===== src/rtl/id_ex_if.sv =====
// Decode/WB/EX-control bundle feeding the ID/EX pipeline register and the
// registered ID/EX fields it returns. The master side is the decode stage; the slave side is the latch.
interface id_ex_if #(
  parameter int DW = 16,
  parameter int RW = 3
);
  logic          id_valid;
  logic [RW-1:0] id_reg1;
  logic [RW-1:0] id_reg2;
  logic [RW-1:0] id_regw;
  logic          id_rw;
  logic          id_mem_rd;
  logic [2:0]    id_aluop;
  logic [DW-1:0] id_d1;
  logic [DW-1:0] id_d2;
  logic          wb_rw;
  logic [RW-1:0] wb_reg;
  logic [DW-1:0] wb_data;
  logic          ex_hold;
  logic          flush;

  logic          ID_EX_Valid;
  logic          ID_EX_RW;
  logic          ID_EX_MemRd;
  logic [RW-1:0] ID_EX_Reg1;
  logic [RW-1:0] ID_EX_Reg2;
  logic [RW-1:0] ID_EX_RegW;
  logic [2:0]    ID_EX_AluOp;
  logic [DW-1:0] ID_EX_D1;
  logic [DW-1:0] ID_EX_D2;
  logic          id_stall;
  logic [7:0]    lu_count;

  modport master (
    output id_valid, id_reg1, id_reg2, id_regw, id_rw, id_mem_rd, id_aluop,
           id_d1, id_d2, wb_rw, wb_reg, wb_data, ex_hold, flush,
    input  ID_EX_Valid, ID_EX_RW, ID_EX_MemRd, ID_EX_Reg1, ID_EX_Reg2,
           ID_EX_RegW, ID_EX_AluOp, ID_EX_D1, ID_EX_D2, id_stall, lu_count
  );

  modport slave (
    input  id_valid, id_reg1, id_reg2, id_regw, id_rw, id_mem_rd, id_aluop,
           id_d1, id_d2, wb_rw, wb_reg, wb_data, ex_hold, flush,
    output ID_EX_Valid, ID_EX_RW, ID_EX_MemRd, ID_EX_Reg1, ID_EX_Reg2,
           ID_EX_RegW, ID_EX_AluOp, ID_EX_D1, ID_EX_D2, id_stall, lu_count
  );
endinterface


===== src/rtl/id_ex_latch.sv =====
// ID/EX pipeline register with flush, hold, WB write-through and load-use bubble.
// Define ID_EX_LOAD_USE_EN to build the load-use interlock (LU_BUBBLE state, lu_count).
module id_ex_latch #(
  parameter int DW = 16,
  parameter int RW = 3
) (
  input  logic   clk,
  input  logic   rst_n,
  id_ex_if.slave bus,
  output logic   dbg_state
);

  typedef enum logic {
    RUN       = 1'b0,
    LU_BUBBLE = 1'b1
  } state_t;

  state_t        state;
  logic          lu;
  logic [DW-1:0] d1_next;
  logic [DW-1:0] d2_next;

`ifdef ID_EX_LOAD_USE_EN
  logic [7:0] lu_cnt;

  assign lu = (state == RUN) & bus.ID_EX_Valid & bus.ID_EX_MemRd & bus.ID_EX_RW &
              bus.id_valid & ((bus.ID_EX_RegW == bus.id_reg1) |
                              (bus.ID_EX_RegW == bus.id_reg2));
  assign bus.lu_count = lu_cnt;

  always_ff @(posedge clk or negedge rst_n) begin
    if (!rst_n) begin
      lu_cnt <= 8'd0;
    end else if (!bus.flush && !bus.ex_hold && lu && lu_cnt != 8'hFF) begin
      lu_cnt <= lu_cnt + 8'd1;
    end
  end
`else
  assign lu           = 1'b0;
  assign bus.lu_count = 8'd0;
`endif

  // Stall contract: while id_stall=1 the decode stage must keep its
  // instruction stable; it is taken on the first edge where id_stall=0.
  assign bus.id_stall = rst_n & ~bus.flush & (bus.ex_hold | lu);

  assign d1_next = (bus.wb_rw && bus.wb_reg == bus.id_reg1) ? bus.wb_data : bus.id_d1;
  assign d2_next = (bus.wb_rw && bus.wb_reg == bus.id_reg2) ? bus.wb_data : bus.id_d2;

  assign dbg_state = state;

  always_ff @(posedge clk or negedge rst_n) begin
    if (!rst_n) begin
      state           <= RUN;
      bus.ID_EX_Valid <= 1'b0;
      bus.ID_EX_RW    <= 1'b0;
      bus.ID_EX_MemRd <= 1'b0;
      bus.ID_EX_Reg1  <= '0;
      bus.ID_EX_Reg2  <= '0;
      bus.ID_EX_RegW  <= '0;
      bus.ID_EX_AluOp <= 3'd0;
      bus.ID_EX_D1    <= '0;
      bus.ID_EX_D2    <= '0;
    end else if (bus.flush || (lu && !bus.ex_hold)) begin
      // Flush and load-use bubble both load an all-zero slot.
      state           <= bus.flush ? RUN : LU_BUBBLE;
      bus.ID_EX_Valid <= 1'b0;
      bus.ID_EX_RW    <= 1'b0;
      bus.ID_EX_MemRd <= 1'b0;
      bus.ID_EX_Reg1  <= '0;
      bus.ID_EX_Reg2  <= '0;
      bus.ID_EX_RegW  <= '0;
      bus.ID_EX_AluOp <= 3'd0;
      bus.ID_EX_D1    <= '0;
      bus.ID_EX_D2    <= '0;
    end else if (!bus.ex_hold) begin
      state           <= RUN;
      bus.ID_EX_Valid <= bus.id_valid;
      bus.ID_EX_RW    <= bus.id_rw;
      bus.ID_EX_MemRd <= bus.id_mem_rd;
      bus.ID_EX_Reg1  <= bus.id_reg1;
      bus.ID_EX_Reg2  <= bus.id_reg2;
      bus.ID_EX_RegW  <= bus.id_regw;
      bus.ID_EX_AluOp <= bus.id_aluop;
      bus.ID_EX_D1    <= d1_next;
      bus.ID_EX_D2    <= d2_next;
    end
  end

endmodule


===== src/flat_wrapper.sv =====
// flat-port wrapper written by rule: the top's interface ports become plain ports
module id_ex_latch_flat 
#(
  parameter int DW = 16,
  parameter int RW = 3
)
  (clk, rst_n, dbg_state, bus_id_valid, bus_id_reg1, bus_id_reg2, bus_id_regw, bus_id_rw, bus_id_mem_rd, bus_id_aluop, bus_id_d1, bus_id_d2, bus_wb_rw, bus_wb_reg, bus_wb_data, bus_ex_hold, bus_flush, bus_ID_EX_Valid, bus_ID_EX_RW, bus_ID_EX_MemRd, bus_ID_EX_Reg1, bus_ID_EX_Reg2, bus_ID_EX_RegW, bus_ID_EX_AluOp, bus_ID_EX_D1, bus_ID_EX_D2, bus_id_stall, bus_lu_count);
  id_ex_if #(.DW(DW), .RW(RW)) bus_i ();
  input  logic clk;
  input  logic rst_n;
  output logic dbg_state;
  input wire logic [$bits(bus_i.id_valid)-1:0] bus_id_valid;
  input wire logic [$bits(bus_i.id_reg1)-1:0] bus_id_reg1;
  input wire logic [$bits(bus_i.id_reg2)-1:0] bus_id_reg2;
  input wire logic [$bits(bus_i.id_regw)-1:0] bus_id_regw;
  input wire logic [$bits(bus_i.id_rw)-1:0] bus_id_rw;
  input wire logic [$bits(bus_i.id_mem_rd)-1:0] bus_id_mem_rd;
  input wire logic [$bits(bus_i.id_aluop)-1:0] bus_id_aluop;
  input wire logic [$bits(bus_i.id_d1)-1:0] bus_id_d1;
  input wire logic [$bits(bus_i.id_d2)-1:0] bus_id_d2;
  input wire logic [$bits(bus_i.wb_rw)-1:0] bus_wb_rw;
  input wire logic [$bits(bus_i.wb_reg)-1:0] bus_wb_reg;
  input wire logic [$bits(bus_i.wb_data)-1:0] bus_wb_data;
  input wire logic [$bits(bus_i.ex_hold)-1:0] bus_ex_hold;
  input wire logic [$bits(bus_i.flush)-1:0] bus_flush;
  output wire logic [$bits(bus_i.ID_EX_Valid)-1:0] bus_ID_EX_Valid;
  output wire logic [$bits(bus_i.ID_EX_RW)-1:0] bus_ID_EX_RW;
  output wire logic [$bits(bus_i.ID_EX_MemRd)-1:0] bus_ID_EX_MemRd;
  output wire logic [$bits(bus_i.ID_EX_Reg1)-1:0] bus_ID_EX_Reg1;
  output wire logic [$bits(bus_i.ID_EX_Reg2)-1:0] bus_ID_EX_Reg2;
  output wire logic [$bits(bus_i.ID_EX_RegW)-1:0] bus_ID_EX_RegW;
  output wire logic [$bits(bus_i.ID_EX_AluOp)-1:0] bus_ID_EX_AluOp;
  output wire logic [$bits(bus_i.ID_EX_D1)-1:0] bus_ID_EX_D1;
  output wire logic [$bits(bus_i.ID_EX_D2)-1:0] bus_ID_EX_D2;
  output wire logic [$bits(bus_i.id_stall)-1:0] bus_id_stall;
  output wire logic [$bits(bus_i.lu_count)-1:0] bus_lu_count;
  assign bus_i.id_valid = bus_id_valid;
  assign bus_i.id_reg1 = bus_id_reg1;
  assign bus_i.id_reg2 = bus_id_reg2;
  assign bus_i.id_regw = bus_id_regw;
  assign bus_i.id_rw = bus_id_rw;
  assign bus_i.id_mem_rd = bus_id_mem_rd;
  assign bus_i.id_aluop = bus_id_aluop;
  assign bus_i.id_d1 = bus_id_d1;
  assign bus_i.id_d2 = bus_id_d2;
  assign bus_i.wb_rw = bus_wb_rw;
  assign bus_i.wb_reg = bus_wb_reg;
  assign bus_i.wb_data = bus_wb_data;
  assign bus_i.ex_hold = bus_ex_hold;
  assign bus_i.flush = bus_flush;
  assign bus_ID_EX_Valid = bus_i.ID_EX_Valid;
  assign bus_ID_EX_RW = bus_i.ID_EX_RW;
  assign bus_ID_EX_MemRd = bus_i.ID_EX_MemRd;
  assign bus_ID_EX_Reg1 = bus_i.ID_EX_Reg1;
  assign bus_ID_EX_Reg2 = bus_i.ID_EX_Reg2;
  assign bus_ID_EX_RegW = bus_i.ID_EX_RegW;
  assign bus_ID_EX_AluOp = bus_i.ID_EX_AluOp;
  assign bus_ID_EX_D1 = bus_i.ID_EX_D1;
  assign bus_ID_EX_D2 = bus_i.ID_EX_D2;
  assign bus_id_stall = bus_i.id_stall;
  assign bus_lu_count = bus_i.lu_count;
  id_ex_latch #(.DW(DW), .RW(RW)) u_core (.clk(clk), .rst_n(rst_n), .bus(bus_i), .dbg_state(dbg_state));
endmodule

===== config.mk =====
export PLATFORM = sky130hd
export DESIGN_NAME = id_ex_latch_flat
export DESIGN_NICKNAME = d
export VERILOG_FILES = /design/src/rtl/id_ex_if.sv /design/src/rtl/id_ex_latch.sv /design/src/flat_wrapper.sv
export SDC_FILE = /design/constraint.sdc
export NUM_CORES = 1
export LEC_CHECK = 0
export BUFFER_PORTS_ARGS = -buffer_cell sky130_fd_sc_hd__buf_2
export CORE_UTILIZATION = 35
export CTS_BUF_LIST = sky130_fd_sc_hd__clkbuf_8
export DETAILED_ROUTE_END_ITERATION = 8
export GPL_ROUTABILITY_DRIVEN = 0
export HOLD_SLACK_MARGIN = 0.02
export SYNTH_ARGS = -nofsm -noshare
export SYNTH_HDL_FRONTEND = slang
export SYNTH_SLANG_ARGS = --single-unit

===== constraint.sdc =====
create_clock -name clk -period 2.3 [get_ports clk]
set_clock_uncertainty 0.1 [all_clocks]
set_input_delay 0.46 -clock clk [delete_from_list [all_inputs] [get_ports clk]]
set_output_delay 0.46 -clock clk [all_outputs]
set_load 0.02 [all_outputs]

==> metrics.log, run 1 <==
INFO  metric arrival = around 1100 ps
INFO  metric first_pass_grt_wire_length = 12,690 um
INFO  metric finalHoldWorstSlack = 150.1 ps
INFO  metric utilization = 0.4639
INFO  metric tritoncts_clock_tree = built
INFO  metric cts-root-to-sink-buffers = 2
INFO  metric h-tree-depth = 2
INFO  metric report.final.setup_viol = 0
INFO  metric report.final.slew_viol_count = 0
INFO  metric finish.net_count = 455
INFO  metric ys_async_sr_fraction = 1.000
INFO  metric antenna_found_initial = 0
INFO  metric status = complete, no violations
INFO  metric count_of_boundary_i_o_pins = 128
INFO  metric placed_cell_area = roughly 0.0034 sq mm
INFO  metric grt_max_degree = 48
INFO  metric ant_nets = 0
INFO  metric synth-seq-cells = 47
INFO  metric max-slew-margin-rel = 0.5842
INFO  metric report.power.total = between 1.5 and 2 mW
INFO  metric final_area = 0.003455 sq mm
INFO  metric grt_usage = 0.1955
INFO  metric period_minus_slack = 1675 ps
INFO  metric synth_enable_flop_cells = 0
INFO  metric antennaDiodeCount = 0
INFO  metric synth.most_common_cell = sky130_fd_sc_hd__nand2_1
INFO  metric worst_setup_hold_path_clk_slew = 90 ps
INFO  metric drcViolationCount = 0
INFO  metric post-synth-top-area-fraction = 0.4267
INFO  metric achievable-frequency = 0.5970 GHz
INFO  metric tritoncts.num_buffers = 5
INFO  metric clock-root-buffer = sky130_fd_sc_hd__clkbuf_8
INFO  metric wl_per_cell = 15.99 um
INFO  metric crit_required = 1740 ps
INFO  metric grt_pass1_vias = roughly 2,400
INFO  metric p_leak = around 1.7 nW
INFO  metric layout-drive-gt1-share = 0.4052
INFO  metric cts-resized-gates = 0
INFO  metric timing.setup.critical_path_class = input port to output port
INFO  metric reg2reg_slack = 1500 ps
INFO  metric clkSinkCount = 47
INFO  metric crit_fanout = 13
INFO  metric startpoint_type = input port
INFO  metric reg2reg_to = u_core.bus.ID_EX_D1[15]$_DFFE_PN0P_
INFO  metric class_of_the_worst_hold_path = input port to async pin
INFO  metric dieArea = 0.008235 sq mm
INFO  metric max_slew.worst_pin.slew = 623.7 ps
INFO  metric clkLatencyLatePin = 300 ps
INFO  metric crit_start = bus_flush
INFO  metric drt_first_iter_violations = 170
INFO  metric die_boundary_height = 90.75 um
INFO  metric synth.distinct_cells = 23
INFO  metric reported_max_cap_violation_count = 0
INFO  metric postCtsSetupBuffers = 0
INFO  metric synth.top_cells.by_area = sky130_fd_sc_hd__dfrtp_1, sky130_fd_sc_hd__o41ai_1, sky130_fd_sc_hd__nor3b_1
INFO  metric syn_area = 0.002756 sq mm
INFO  metric synth_ff_type = sky130_fd_sc_hd__dfrtp_1
INFO  metric avgViaCountPerCell = between 5 and 6
INFO  metric final-hold-violation-count = 0
INFO  metric final_wirelength = just under 8000 um
INFO  metric dpl.hpwl = between 5000 and 6000 um
INFO  metric post_synthesis_sequential_area_ratio = 0.4267
INFO  metric flow.area_growth_from_synthesis = 25.33%
INFO  metric syn-mean-instance-area = between 10 and 15 sq um
INFO  metric placementRows = 31
INFO  metric drt_pass1_iterations = 4
INFO  metric floorplan.initialDensity = 0.3701
INFO  metric worstReg2RegStart = u_core.bus.ID_EX_D1[15]$_DFFE_PN0P_
INFO  metric timing.setup.tns = 0 ps
INFO  metric vdd.ir_drop.worst = between 200 and 250 uV
INFO  metric final_period_utilization = 0.7283
INFO  metric worst_r2r_path_depth = 2
INFO  metric power_density = 561.1 mW/mm^2
INFO  metric core = ~0.0074 sq mm
INFO  metric postSynthCellCount = 271
INFO  metric grt-ovfl-total = 0
INFO  metric critical_path.endpoint_type = output port
INFO  metric rsz0062_at_grt = no
INFO  metric dr_total_vias = 2,497
INFO  metric synthesis.yosys.warnings = 0
INFO  metric die_x = a little over 90 um
INFO  metric buffer_ports.inserted = 118
INFO  metric critPathCapture = bus_id_stall
INFO  metric synth.cells.most_frequent = sky130_fd_sc_hd__nand2_1, sky130_fd_sc_hd__dfrtp_1, sky130_fd_sc_hd__nor3b_1, sky130_fd_sc_hd__o41ai_1, sky130_fd_sc_hd__o211ai_1
INFO  metric ctsHoldBuffers = 0
INFO  metric netlist.top_cell.by_area = sky130_fd_sc_hd__dfrtp_1
-- final cells by class --
cell class,instances,area [sq um]
Clock buffer,7,96.34
Clock inverter,1,3.754
Fill cell,760,3993
Inverter,1,3.754
Multi-Input combinational cell,194,1333
Sequential cell,47,1176
Tap cell,99,123.9
Timing Repair Buffer,135,718.2
-- per-stage QoR --
step | cells | setup WS [ps]
global route | 484 | 595.0
detailed placement | 476 | 397.1
CTS | 484 | 613.9
finish | 484 | 625.0
global placement | 476 | 426.1
floorplan | 279 | 497.0
-- state kept, by name, indices dropped and copies added (netlist names) --
name                    count
u_core.bus.ID_EX_RW         1
u_core.bus.ID_EX_RegW       3
u_core.bus.ID_EX_D1        16
u_core.bus.ID_EX_Reg2       3
u_core.bus.ID_EX_D2        16
u_core.bus.ID_EX_MemRd      1
u_core.bus.ID_EX_Reg1       3
u_core.bus.ID_EX_AluOp      3
u_core.bus.ID_EX_Valid      1
-- report_power, final --
| part | leakage (nW) | switching, mW | internal [mW] |
|---|---|---|---|
| registers | 0.625 | 0.0301 | 0.878 |
| clock network | 0.0557 | 0.278 | 0.270 |
| logic | 1.00 | 0.307 | 0.174 |
| total | 1.68 | 0.615 | 1.32 |
-- critical path, cell delays in order --
cell	delay [ps]
sky130_fd_sc_hd__buf_2	190
sky130_fd_sc_hd__nor2b_2	170
sky130_fd_sc_hd__and2_1	140
sky130_fd_sc_hd__buf_2	150
-- placed cells by master (no fill, tap or decap) --
cell	instances
sky130_fd_sc_hd__and2_1	1
sky130_fd_sc_hd__or4_1	2
sky130_fd_sc_hd__nor3b_1	32
sky130_fd_sc_hd__mux2i_1	15
sky130_fd_sc_hd__nor2b_2	1
sky130_fd_sc_hd__clkbuf_8	7
sky130_fd_sc_hd__nand2_1	48
sky130_fd_sc_hd__o211ai_2	13
sky130_fd_sc_hd__xor2_1	6
sky130_fd_sc_hd__o41ai_1	32
sky130_fd_sc_hd__dfrtp_1	47
sky130_fd_sc_hd__nor2_1	16
sky130_fd_sc_hd__buf_2	118
sky130_fd_sc_hd__o211ai_1	19
sky130_fd_sc_hd__conb_1	9
sky130_fd_sc_hd__buf_4	17
sky130_fd_sc_hd__inv_1	2
-- cell families after synthesis --
logic type,Yosys count,share of synthesized area
simple gates,100,0.1843
xor+xnor,6,0.01906
flops,47,0.4267
other cells,1,0.001360
buf+inv,38,0.1017
mux,15,0.05447
compound gates,64,0.2124
-- worst min-delay path by stage --
| stage | startpoint | endpoint | slack (ps) | cells past startpoint |
|---|---|---|---|---|
| finish | rst_n | u_core.bus.ID_EX_D1[9]$_DFFE_PN0P_ | 150 | 2 |
| global route | rst_n | u_core.bus.ID_EX_D1[9]$_DFFE_PN0P_ | 210 | 2 |
| CTS | rst_n | u_core.bus.ID_EX_D1[11]$_DFFE_PN0P_ | 180 | 2 |
| detailed placement | u_core.bus.ID_EX_D1[3]$_DFFE_PN0P_ | u_core.bus.ID_EX_D1[3]$_DFFE_PN0P_ | 370 | 2 |
| global placement | u_core.bus.ID_EX_D1[8]$_DFFE_PN0P_ | u_core.bus.ID_EX_D1[8]$_DFFE_PN0P_ | 370 | 2 |
| floorplan | rst_n | u_core.bus.ID_EX_AluOp[0]$_DFFE_PN0P_ | 60 | 0 |
-- metal layers --
metal  wire, um  global-route usage
met1       3506              0.2653
met2       3667              0.3119
met3        481             0.04125
met4         84             0.05780
met5          0                   0
No activity file was read; power rests on OpenSTA's default activity.
==> run 2, diff against run 1 <==
==> constraint.sdc (replaced) <==
create_clock -name clk -period 1.7 [get_ports clk]
set_clock_uncertainty 0.1 [all_clocks]
set_input_delay 0.34 -clock clk [delete_from_list [all_inputs] [get_ports clk]]
set_output_delay 0.34 -clock clk [all_outputs]
set_load 0.02 [all_outputs]
==> metrics.log, run 2 (synthesized netlist as in run 1, its figures left out) <==
INFO  metric layout_common_cells = sky130_fd_sc_hd__buf_2, sky130_fd_sc_hd__nand2_1, sky130_fd_sc_hd__dfrtp_1
INFO  metric arrival = 1020 ps
INFO  metric rsz0062_at_grt = no
INFO  metric pre_cts_ws = -69.81 ps
INFO  metric antennaDiodeCount = 0
INFO  metric grt-ovfl-total = 0
INFO  metric drt_pass1_iterations = 4
INFO  metric layout-drive-gt1-share = 0.4154
INFO  metric postCtsSetupBuffers = 0
INFO  metric reported_max_cap_violation_count = 0
INFO  metric antenna_found_initial = 0
INFO  metric drcViolationCount = 0
INFO  metric crit_required = 1260 ps
INFO  metric fin_cells = 489
INFO  metric die_boundary_height = 90.75 um
INFO  metric first_pass_grt_wire_length = 12,420 um
INFO  metric achievable-frequency = around 0.7 GHz
INFO  metric report.power.total = 2.586 mW
INFO  metric drt_first_iter_violations = 138
INFO  metric cts-resized-gates = 0
INFO  metric report.final.slew_viol_count = 0
INFO  metric final_area = between 0.003 and 0.004 sq mm
INFO  metric dpl.hpwl = 5841 um
INFO  metric clkLatencyLatePin = 300 ps
INFO  metric crit_fanout = 5
INFO  metric mostFrequentLayoutCell = sky130_fd_sc_hd__buf_2
INFO  metric power_density = 742.9 mW/mm^2
INFO  metric grt_max_degree = 48
INFO  metric reg2reg_slack = between 900 and 1000 ps
INFO  metric report.final.setup_viol = 0
INFO  metric final_period_utilization = 0.8590
INFO  metric avgViaCountPerCell = 5.200
INFO  metric clock-root-buffer = sky130_fd_sc_hd__clkbuf_8
INFO  metric cts-root-to-sink-buffers = 2
INFO  metric placed_cell_area = 0.003392 sq mm
INFO  metric grt_pass1_vias = 2,425
INFO  metric period_minus_slack = 1460 ps
INFO  metric setup_ws = roughly 240 ps
INFO  metric startpoint_type = input port
INFO  metric placementRows = 31
INFO  metric ctsHoldBuffers = 0
INFO  metric status = complete, no violations
INFO  metric final.fill_count = roughly 770
INFO  metric floorplan.initialDensity = 0.3701
INFO  metric max_slew.worst_pin.slew = 599.0 ps
INFO  metric class_of_the_worst_hold_path = input port to async pin
INFO  metric reg2reg_to = u_core.bus.ID_EX_AluOp[2]$_DFFE_PN0P_
INFO  metric timing.setup.critical_path_class = input port to output port
INFO  metric finish.net_count = 460
INFO  metric max-slew-margin-rel = 0.6006
INFO  metric buffer_ports.inserted = 118
INFO  metric core = 0.007447 sq mm
INFO  metric tritoncts.num_buffers = 5
INFO  metric final-hold-violation-count = 0
INFO  metric vdd.ir_drop.worst = 466.8 uV
INFO  metric tritoncts_clock_tree = built
INFO  metric count_of_boundary_i_o_pins = about 130
INFO  metric placed_cells_incl_taps = 481
INFO  metric flow.area_growth_from_synthesis = 26.28%
INFO  metric die_x = slightly above 90 um
INFO  metric ant_nets = 0
INFO  metric wl_per_cell = around 16 um
INFO  metric grt_usage = 0.1913
INFO  metric dr_total_vias = 2,543
INFO  metric dieArea = 0.008235 sq mm
INFO  metric critical_path.endpoint_type = output port
INFO  metric p_leak = roughly 1.7 nW
INFO  metric h-tree-depth = 2
INFO  metric final_wirelength = 7780 um
INFO  metric clkSinkCount = 47
INFO  metric worstReg2RegStart = u_core.bus.ID_EX_AluOp[2]$_DFFE_PN0P_
INFO  metric worst_setup_hold_path_clk_slew = 100 ps
INFO  metric worst_r2r_path_depth = 2
INFO  metric reg_top3 = u_core.bus.ID_EX_D1 (16), u_core.bus.ID_EX_D2 (16)
## run 2: cell count changes in the layout (fill, tap and decap cells not counted)
cell | before | now
sky130_fd_sc_hd__clkbuf_8 | 7 | 5
sky130_fd_sc_hd__clkinvlp_4 | 0 | 2
sky130_fd_sc_hd__clkinv_2 | 0 | 1
sky130_fd_sc_hd__inv_1 | 2 | 1
sky130_fd_sc_hd__buf_4 | 17 | 22
## run 2: where the power goes
part           total [mW]  switching, mW  internal, mW
registers            1.23         0.0412          1.19
logic               0.658          0.415         0.243
clock network       0.698          0.411         0.287
total                2.59          0.867          1.72
## run 2: cell type report
type | count | area (sq um) | area share
Multi-Input combinational cell | 194 | 1333 | 0.3828
Sequential cell | 47 | 1176 | 0.3379
Timing Repair Buffer | 140 | 755.7 | 0.2171
Tap cell | 99 | 123.9 | 0.03559
Clock buffer | 5 | 68.82 | 0.01977
Clock inverter | 3 | 20.02 | 0.005751
Inverter | 1 | 3.754 | 0.001078
## run 2: stage by stage
step / setup TNS (ps) / util / hold slack, ps
5_1_grt: 0 / 0.4674 / 72.54
3_5_place_dp: -930.7 / 0.4555 / 367.9
3_3_place_gp: -187.5 / 0.4555 / 376.0
2_1_floorplan: 0 / - / -55.59
4_1_cts: 0 / 0.4674 / 53.18
6_report: 0 / 0.4674 / 22.02
## run 2: worst max-delay path by stage
| stage | from | endpoint | slack [ps] |
|---|---|---|---|
| floorplan | bus_wb_reg[2] | u_core.bus.ID_EX_D1[0]$_DFFE_PN0P_ | 20 |
| global placement | bus_wb_reg[2] | u_core.bus.ID_EX_D1[12]$_DFFE_PN0P_ | -20 |
| detailed placement | bus_wb_reg[2] | u_core.bus.ID_EX_D1[10]$_DFFE_PN0P_ | -70 |
| CTS | bus_ex_hold | bus_id_stall | 240 |
| global route | bus_ex_hold | bus_id_stall | 190 |
| finish | bus_ex_hold | bus_id_stall | 240 |
## run 2: per-layer routing
metal  vias up  GRT usage  part of all wire
li1       1225          -                 -
met1      1203     0.2554              0.45
met2        99     0.2929              0.46
met3        16    0.05135             0.071
met4         0    0.07527             0.023
met5         -          0                 0
## run 2: worst max-delay path, cell delays in order
cell and delay [ps]:
sky130_fd_sc_hd__buf_2 150, sky130_fd_sc_hd__nor2b_2 230, sky130_fd_sc_hd__and2_1 140, sky130_fd_sc_hd__buf_2 150
